<file path="src/rtl/uart_pkg.sv">
// Shared UART definitions: frame constants, receiver states and bit-timing helper.
package uart_pkg;

  localparam int DATA_BITS  = 8;
  localparam int FRAME_BITS = 10;

  typedef enum logic [2:0] {
    IDLE      = 3'd0,
    START     = 3'd1,
    DATA      = 3'd2,
    STOP      = 3'd3,
    WAIT_IDLE = 3'd4
  } rx_state_e;

  // Clock cycles per line bit; tx and rx share this so their timing always matches.
  function automatic int calcClksPerBit(input int clkFreq, input int baudRate);
    return clkFreq / baudRate;
  endfunction

endpackage

</file>
<file path="src/rtl/sync_2ff.sv">
// Two-flop synchronizer for a single asynchronous input, with selectable reset level.
module sync_2ff #(
  parameter logic RESET_VAL = 1'b1
) (
  input  logic clk,
  input  logic resetn,
  input  logic d_i,
  output logic q_o
);

  logic meta_q;
  logic sync_q;

  // Shift the async input through two flops so downstream logic only sees a settled level.
  always_ff @(posedge clk or negedge resetn) begin
    if (!resetn) begin
      meta_q <= RESET_VAL;
      sync_q <= RESET_VAL;
    end else begin
      meta_q <= d_i;
      sync_q <= meta_q;
    end
  end

  assign q_o = sync_q;

endmodule

</file>
<file path="src/rtl/uart_rx.sv">
// 8N1 UART receiver: centre-sampled bits, single-cycle byte/error pulses, break handling.
// CLKS_PER_BIT must be at least 4 so the half-bit and full-bit counts stay distinct.
module uart_rx
  import uart_pkg::*;
#(
  parameter int CLK_FREQ  = 100_000_000,
  parameter int BAUD_RATE = 9600
) (
  input  logic       clk,
  input  logic       resetn,
  input  logic       rx,
  output logic [7:0] rx_byte,
  output logic       rx_valid,
  output logic       frame_err,
  output logic       rx_busy
);

  localparam int CLKS_PER_BIT = calcClksPerBit(CLK_FREQ, BAUD_RATE);
  localparam int HALF_BIT     = CLKS_PER_BIT / 2;
  localparam int CNT_W        = $clog2(CLKS_PER_BIT);

  localparam logic [CNT_W-1:0] BIT_LAST  = CNT_W'(CLKS_PER_BIT - 1);
  localparam logic [CNT_W-1:0] HALF_LAST = CNT_W'(HALF_BIT - 1);
  localparam logic [CNT_W-1:0] CNT_ONE   = CNT_W'(1);
  localparam logic [2:0]       IDX_LAST  = 3'(DATA_BITS - 1);

  logic             rxS;
  rx_state_e        state_q, state_d;
  logic [CNT_W-1:0] cnt_q, cnt_d;
  logic [2:0]       bitIdx_q, bitIdx_d;
  logic [7:0]       shift_q, shift_d;
  logic [7:0]       rxByte_q, rxByte_d;
  logic             rxValid_q, rxValid_d;
  logic             frameErr_q, frameErr_d;

  sync_2ff #(
    .RESET_VAL(1'b1)
  ) u_rxSync (
    .clk   (clk),
    .resetn(resetn),
    .d_i   (rx),
    .q_o   (rxS)
  );

  // Frame FSM: qualify the start bit at half a bit, then step one full bit per sample.
  always_comb begin
    state_d    = state_q;
    cnt_d      = cnt_q;
    bitIdx_d   = bitIdx_q;
    shift_d    = shift_q;
    rxByte_d   = rxByte_q;
    rxValid_d  = 1'b0;
    frameErr_d = 1'b0;

    case (state_q)
      IDLE: begin
        cnt_d = '0;
        if (!rxS) begin
          state_d = START;
        end
      end

      START: begin
        if (cnt_q == HALF_LAST) begin
          cnt_d = '0;
          if (!rxS) begin
            state_d  = DATA;
            bitIdx_d = '0;
          end else begin
            state_d = IDLE;
          end
        end else begin
          cnt_d = cnt_q + CNT_ONE;
        end
      end

      DATA: begin
        if (cnt_q == BIT_LAST) begin
          cnt_d             = '0;
          shift_d[bitIdx_q] = rxS;
          if (bitIdx_q == IDX_LAST) begin
            state_d = STOP;
          end else begin
            bitIdx_d = bitIdx_q + 3'd1;
          end
        end else begin
          cnt_d = cnt_q + CNT_ONE;
        end
      end

      STOP: begin
        if (cnt_q == BIT_LAST) begin
          cnt_d = '0;
          if (rxS) begin
            rxByte_d  = shift_q;
            rxValid_d = 1'b1;
            state_d   = IDLE;
          end else begin
            frameErr_d = 1'b1;
            state_d    = WAIT_IDLE;
          end
        end else begin
          cnt_d = cnt_q + CNT_ONE;
        end
      end

      WAIT_IDLE: begin
        cnt_d = '0;
        if (rxS) begin
          state_d = IDLE;
        end
      end

      default: begin
        state_d = IDLE;
        cnt_d   = '0;
      end
    endcase
  end

  // State and datapath registers; reset aborts any frame in progress without a pulse.
  always_ff @(posedge clk or negedge resetn) begin
    if (!resetn) begin
      state_q    <= IDLE;
      cnt_q      <= '0;
      bitIdx_q   <= '0;
      shift_q    <= '0;
      rxByte_q   <= '0;
      rxValid_q  <= 1'b0;
      frameErr_q <= 1'b0;
    end else begin
      state_q    <= state_d;
      cnt_q      <= cnt_d;
      bitIdx_q   <= bitIdx_d;
      shift_q    <= shift_d;
      rxByte_q   <= rxByte_d;
      rxValid_q  <= rxValid_d;
      frameErr_q <= frameErr_d;
    end
  end

  assign rx_byte   = rxByte_q;
  assign rx_valid  = rxValid_q;
  assign frame_err = frameErr_q;
  assign rx_busy   = (state_q != IDLE);

endmodule

</file>
<file path="config.mk">
export PLATFORM = sky130hd
export DESIGN_NAME = uart_rx
export DESIGN_NICKNAME = d
export VERILOG_FILES = /design/src/rtl/uart_pkg.sv /design/src/rtl/sync_2ff.sv /design/src/rtl/uart_rx.sv
export SDC_FILE = /design/constraint.sdc
export NUM_CORES = 1
export LEC_CHECK = 0
export CELL_PAD_IN_SITES_DETAIL_PLACEMENT = 0
export CELL_PAD_IN_SITES_GLOBAL_PLACEMENT = 1
export CORE_ASPECT_RATIO = 0.5
export CORE_MARGIN = 4
export CORE_UTILIZATION = 35
export CTS_CLUSTER_DIAMETER = 50
export CTS_CLUSTER_SIZE = 20
export DETAILED_ROUTE_END_ITERATION = 7
export PLACE_DENSITY = 0.62
export SYNTH_ARGS = -nofsm -noshare
export SYNTH_HDL_FRONTEND = slang
export SYNTH_SLANG_ARGS = --single-unit
</file>
<file path="constraint.sdc">
create_clock -name clk -period 2.1 [get_ports clk]
set_clock_uncertainty 0.2 [all_clocks]
set_input_delay 0.42 -clock clk [delete_from_list [all_inputs] [get_ports clk]]
set_output_delay 0.42 -clock clk [all_outputs]
set_load 0.02 [all_outputs]
</file>
After elaboration in Yosys (flattened, before gate mapping)
Index checks and enable logic that the tools add are counted.
{"block": "classes", "add_sub_neg": 2, "n_mul": 0, "div": 0, "order_cmp": 2, "eq_ne": 15, "n_shift": 0, "mux": 26, "n_bitwise": 0, "reduce_logical": 9}
{"op": "3-bit 2-to-1 mux", "count": 11}
{"op": "14-bit 2-to-1 mux", "count": 2}
{"op": "14-bit case mux with 2 select lines", "count": 1}
{"op": "3-bit case mux with 5 select lines", "count": 1}
{"op": "14-bit by 1-bit adder with 14-bit output (second input constant)", "count": 1}
{"op": "14-bit by 13-bit equality test with 1-bit output (second input constant)", "count": 1}
{"op": "14-bit equality test (second input constant)", "count": 1}
{"op": "2-bit != test (second input constant)", "count": 7}
{"op": "8-bit bitwise mux", "count": 1}
{"op": "1-bit 2-to-1 mux", "count": 7}
{"op": "3-bit by 2-bit equality test with 1-bit output (second input constant)", "count": 2}
{"op": "3-bit equality test (second input constant)", "count": 2}
{"op": "3-bit case mux with 2 select lines", "count": 1}
{"op": "6-bit AND reduction", "count": 1}
{"op": "5-bit AND reduction", "count": 1}
{"op": "3-bit by 4-bit < comparator with 1-bit output (second input constant)", "count": 1}
{"op": "3-bit by 1-bit adder with 3-bit output (second input constant)", "count": 1}
{"op": "1-bit demux with 3-bit select", "count": 1}
{"op": "3-bit by 1-bit equality test with 1-bit output (second input constant)", "count": 1}
{"op": "3-bit by 1-bit >= comparator with 1-bit output (second input constant)", "count": 1}
{"op": "3-bit zero test", "count": 1}
{"op": "3-bit AND reduction", "count": 1}
{"op": "3-bit nonzero test", "count": 1}
{"op": "2-bit 2-to-1 mux", "count": 1}
{"op": "5 further kinds", "count": 5}
{"block": "totals", "reg_bits": 40, "latchBits": 0, "ram_bits": 0, "romBits": 0, "inputBits": 3, "out_inout_bits": 11, "word_cells": 63, "memories": 0}

Depth between registers and ports, before layout
{"block": "logic_depth", "word_depth": 5, "mapped_depth": 8, "depth_no_buf": 5}

Hierarchy
Synthesis repeated with hierarchy kept, for this count alone.
{"block": "unflattened", "cells_unflattened": 165, "hier_area_um2": 1909.3}
{"mod": "uart_rx", "instances": 1, "cells_each": 163, "area_per_inst_um2": 1856.8, "seq_area_each_um2": 950.9}
{"mod": "sync_2ff", "instances": 1, "cells_each": 2, "area_per_inst_um2": 52.6, "seq_area_each_um2": 52.6}

Worst setup path after synthesis
OpenSTA, ideal clock, no wires.
{"block": "synth_timing", "path_kind": "flip-flop to flip-flop", "start": "register cnt_q[0]", "end": "register rxByte_q[0] (netlist: rx_byte[0])", "setup_time_ps": 125, "t_arrival_ps": 1873, "required_ps": 1775, "slack_ps": -98, "stages_incl_launch_ff": 9, "n_path_buf": 3, "synth_period_minus_slack_ps": 2198, "cell_sequence": "dfrtp_1 ha_1 and3_1 buf_2 and4_1 buf_2 and4_1 buf_2 mux2_2"}
{"block": "synth_via", "elab_chain_cells": 2}
{"item": "start: declaration", "line_no": "uart_rx.sv:29", "source": "logic [CNT_W-1:0] cnt_q, cnt_d;"}
{"item": "start signal: assignment", "line_no": "uart_rx.sv:133", "source": "cnt_q <= cnt_d;"}
{"item": "14-bit equality test", "line_no": "uart_rx.sv:92", "source": "if (cnt_q == BIT_LAST) begin"}
{"item": "3-bit AND reduction (no source line)"}
{"item": "end signal: assignment", "line_no": "uart_rx.sv:136", "source": "rxByte_q <= rxByte_d;"}
{"item": "end: declaration", "line_no": "uart_rx.sv:32", "source": "logic [7:0] rxByte_q, rxByte_d;"}
Every way passes these cells.
A chain may end at the register's enable or synchronous reset.

Final worst setup path
{"block": "layout_timing", "start": "register cnt_q[9]", "end": "register bitIdx_q[0]"}
{"block": "layout_via", "elab_chain_cells": 3, "elab_cells_between_ends": 5, "cone_classes": "eq/ne (4); reduce/logical (1)"}
{"item": "14-bit equality test or 14-bit by 13-bit equality test with 1-bit output (tied branches)", "line_no": "uart_rx.sv:78, uart_rx.sv:64"}
{"item": "2-bit != test (no source line)"}
{"item": "5-bit AND reduction (no source line) (*)"}
{"item": "end signal: assignment", "line_no": "uart_rx.sv:134", "source": "bitIdx_q <= bitIdx_d;"}
{"item": "end: declaration", "line_no": "uart_rx.sv:30", "source": "logic [2:0] bitIdx_q, bitIdx_d;"}
Every way passes the cells marked *; elsewhere a longest branch is shown, timed or not.

==> impl_metrics.env <==
export IMPL_core_area_um2=5130
export IMPL_clk_latency_ps=290
export IMPL_detail_route_wirelength_um=3750
export IMPL_area_growth_syn_to_layout_pct=26.9
export IMPL_drtIter0Drc=39
export IMPL_crit_reg2reg_capture="bitIdx_q[0]$_DFFE_PN0P_"
export IMPL_fin_crit_sh_pct=103
export IMPL_floorplan_die_width_um=113
export IMPL_synth_cell_types=44
export IMPL_global_route_wire_length_before_repair_um=6530
export IMPL_sequential_cell_area_fraction_in_the_yosys_report_pct=51.8
export IMPL_timing_max_transition_violations_final=0
export IMPL_clock_fmax_ghz=0.462
export IMPL_worstHoldPathType="reg2reg"
export IMPL_final_hold_viol_count=0
export IMPL_die_area_um2=6860
export IMPL_grt_max_degree=19
export IMPL_final_cell_count_no_fill=270
export IMPL_worstSetupPathType="reg2reg"
export IMPL_min_delay_start="u_rxSync.meta_q$_DFF_PN1_"
export IMPL_clk_path_buf_depth=2
export IMPL_cts_tree="yes"
export IMPL_dpl_instance_area_um2=2300
export IMPL_post_synth_cell_area_avg_um2=12.2
export IMPL_synth_edff_count=0
export IMPL_layout_drive_gt1_share_pct=35.5
export IMPL_initial_antenna_violation_count=0
export IMPL_floorplan_initialDensity_pct=37.7
export IMPL_post_drt_wl_per_cell_um=13.9
export IMPL_final_design_area_no_fill_um2=2460
export IMPL_diodes=0
export IMPL_hold_path_end="u_rxSync.q_o$_DFF_PN1_"
export IMPL_async_reset_ff_share_pct=100
export IMPL_fin_nets=205
export IMPL_final_setup_worst_slack_ps=-64.9
export IMPL_via_count=1357
export IMPL_grt_use_total_pct=12.3
export IMPL_globalRouteOverflowTotal=0
export IMPL_ys_seq_elements=40
export IMPL_crit_fanout=3
export IMPL_yosys_warnings=0
export IMPL_drt_antenna_violating_nets=0
export IMPL_run_status="finished with violations"
export IMPL_clock_tree_sinks=40
export IMPL_cts_max_level=2
export IMPL_cellPowerDensity_nw_per_um2=579
export IMPL_worstRegToRegCells=4
export IMPL_path_clk_slew_ps=80
export IMPL_critPathArrivalTime_ps=2140
export IMPL_post_synth_inst_count=159
export IMPL_worst_slew_pin_transition_ps=402
export IMPL_endpoint_kind="flip-flop"
export IMPL_synthFlopType="dfrtp_1"
export IMPL_cp_required_ps=2080
export IMPL_regToRegSetupSlack_ps=-60
export IMPL_die_h_um=60.6
export IMPL_maximum_vdd_drop_v=0.000267
export IMPL_timing_final_setup_violations=16
export IMPL_power_static_leakage_nw=1.09
export IMPL_worstSetupStartpointType="flip-flop"
export IMPL_synth_nets=165
export IMPL_cts_root_buffer_cell="clkbuf_8"
export IMPL_final_common_cell="dfrtp_1"
export IMPL_max_slew_margin_pct=73.2
export IMPL_routed_via_density=5.03
export IMPL_io_pins=14
export IMPL_fill_cells=492
export IMPL_cts_buffers_inserted=5
export IMPL_grt_setup_unrepaired="yes"
export IMPL_dp_hpwl_um=2760
export IMPL_number_of_global_route_vias_before_repair=1393
export IMPL_failing_checks="setup timing"
export IMPL_mostFrequentLayoutCells="36 x dfrtp_1, 24 x buf_4, 18 x nor2_1"
export IMPL_port_buffers=13
export IMPL_r2r_startpoint="cnt_q[9]$_DFF_PN0_"
export IMPL_post_synth_instance_area_um2=1940
export IMPL_floorplan_rows=18
export IMPL_dp_cells=260
export IMPL_timing_max_cap_violations=0
export IMPL_remaining_drc_errors=0
export IMPL_whs_path_depth=0
export IMPL_drt_pass1_iter_count=4
export IMPL_sequential_cell_area_um2=1010
export IMPL_gpl_final_weighted_congestion=0.723
export IMPL_multi_input_area_um2=901
export IMPL_final_min_clock_period_ps=2160
[area by class of cell]
class                           count  share of cell area (%)
Sequential cell                    40                    41.0
Multi-Input combinational cell    111                    36.7
Timing Repair Buffer               40                    14.3
Tap cell                           70                    3.57
Clock buffer                        6                    2.95
Clock inverter                      2                    1.43
Inverter                            1                   0.153
[metal layers]
layer  vias up  share of wire [%]  global-route usage [%]
met3         5                3.2                    3.29
met4         0                1.2                    4.62
met5         -                  0                       0
met1       675                 48                    15.4
met2        18                 47                    21.1
li1        659                  -                       -
[timing repair]
| item | CTS | global route |
|---|---|---|
| cloned | 0 | 0 |
| hold buffers | 1 | 0 |
| pin swaps | 0 | 3 |
| resized for setup | 7 | 4 |
| endpoints found under the setup margin | 24 | 24 |
| endpoints found under the hold margin | 14 | 0 |
| buffers inserted | 0 | 1 |
[stage by stage]
stage | power [mW] | worst slack [ps] | hold slack [ps] | TNS (ps) | util (%)
finish | 1.42 | -64.9 | 157 | -306 | 47.8
floorplan | 0.793 | -34.8 | -75.6 | -214 | -
CTS | 1.44 | -60.7 | 160 | -336 | 47.5
detailed placement | 0.816 | -58.5 | 149 | -344 | 44.9
global route | 1.49 | -105 | 161 | -1190 | 47.8
global placement | 0.816 | -11.7 | 146 | -71.5 | 44.9
[sequential cells by signal, summed over array words and instances, names as in the netlist]
name	flops
frame_err	1
u_rxSync.meta_q	1
rx_byte	8
u_rxSync.q_o	1
bitIdx_q	3
state_q	3
cnt_q	14
rx_valid	1
shift_q	8
[worst max-delay path by stage]
stage,start,to,depth (start not counted)
after global placement,cnt_q[9]$_DFF_PN0_,bitIdx_q[0]$_DFFE_PN0P_,4
after detailed placement,cnt_q[9]$_DFF_PN0_,bitIdx_q[0]$_DFFE_PN0P_,4
final,cnt_q[9]$_DFF_PN0_,bitIdx_q[0]$_DFFE_PN0P_,4
after global routing,cnt_q[9]$_DFF_PN0_,bitIdx_q[0]$_DFFE_PN0P_,4
after floorplan,cnt_q[9]$_DFF_PN0_,bitIdx_q[0]$_DFFE_PN0P_,4
after CTS,cnt_q[9]$_DFF_PN0_,bitIdx_q[0]$_DFFE_PN0P_,4
[cell usage after synthesis (all sizes together) (2+ instances only)]
| master | count | area (um^2) |
|---|---|---|
| nand4 | 6 | 43.8 |
| dfstp | 2 | 52.6 |
| buf | 5 | 33.8 |
| a22o | 2 | 17.5 |
| nand3b | 3 | 22.5 |
| nand2 | 5 | 18.8 |
| ha | 3 | 37.5 |
| or3 | 2 | 12.5 |
| mux2 | 17 | 191 |
| a32oi | 2 | 36.3 |
| nand3 | 6 | 30.0 |
| xor2 | 3 | 26.3 |
| or4 | 2 | 18.8 |
| and4 | 2 | 17.5 |
| a31oi | 2 | 12.5 |
| dfrtp | 38 | 951 |
| nor2b | 2 | 12.5 |
| nor3 | 7 | 35.0 |
| nor4 | 4 | 40.0 |
| nand2b | 2 | 12.5 |
| and3 | 2 | 12.5 |
| xnor2 | 9 | 78.8 |
| nor2 | 18 | 67.6 |
[kinds of logic (layout without fill, tap and decap cells)]
kind of cell             after synthesis  after routing  synth area share [%]
AND/OR/NAND/NOR                       69             69                  21.7
flip-flops                            40             40                  51.8
multiplexers                          18             18                  10.4
XOR/XNOR                              12             12                  5.43
AO/OA/AOI/OAI                          9              9                  4.85
buffers and inverters                  8             49                  3.81
adder cells (fa/ha/maj)                3              3                  1.94
[critical path, stage by stage, from the launching register on]
cell     delay, ps
dfrtp_2        430
or4_4          470
or4_4          470
o32a_4         220
mux2_4         260
[where the power goes]
| group | leakage [nW] | switching [mW] | total, mW | internal, mW |
|---|---|---|---|---|
| logic | 0.504 | 0.0168 | 0.0240 | 0.00720 |
| registers | 0.534 | 0.00329 | 0.776 | 0.773 |
| clock network | 0.0552 | 0.269 | 0.622 | 0.353 |
| total | 1.09 | 0.289 | 1.42 | 1.13 |
Note: power is estimated with default switching activity, not from simulation.
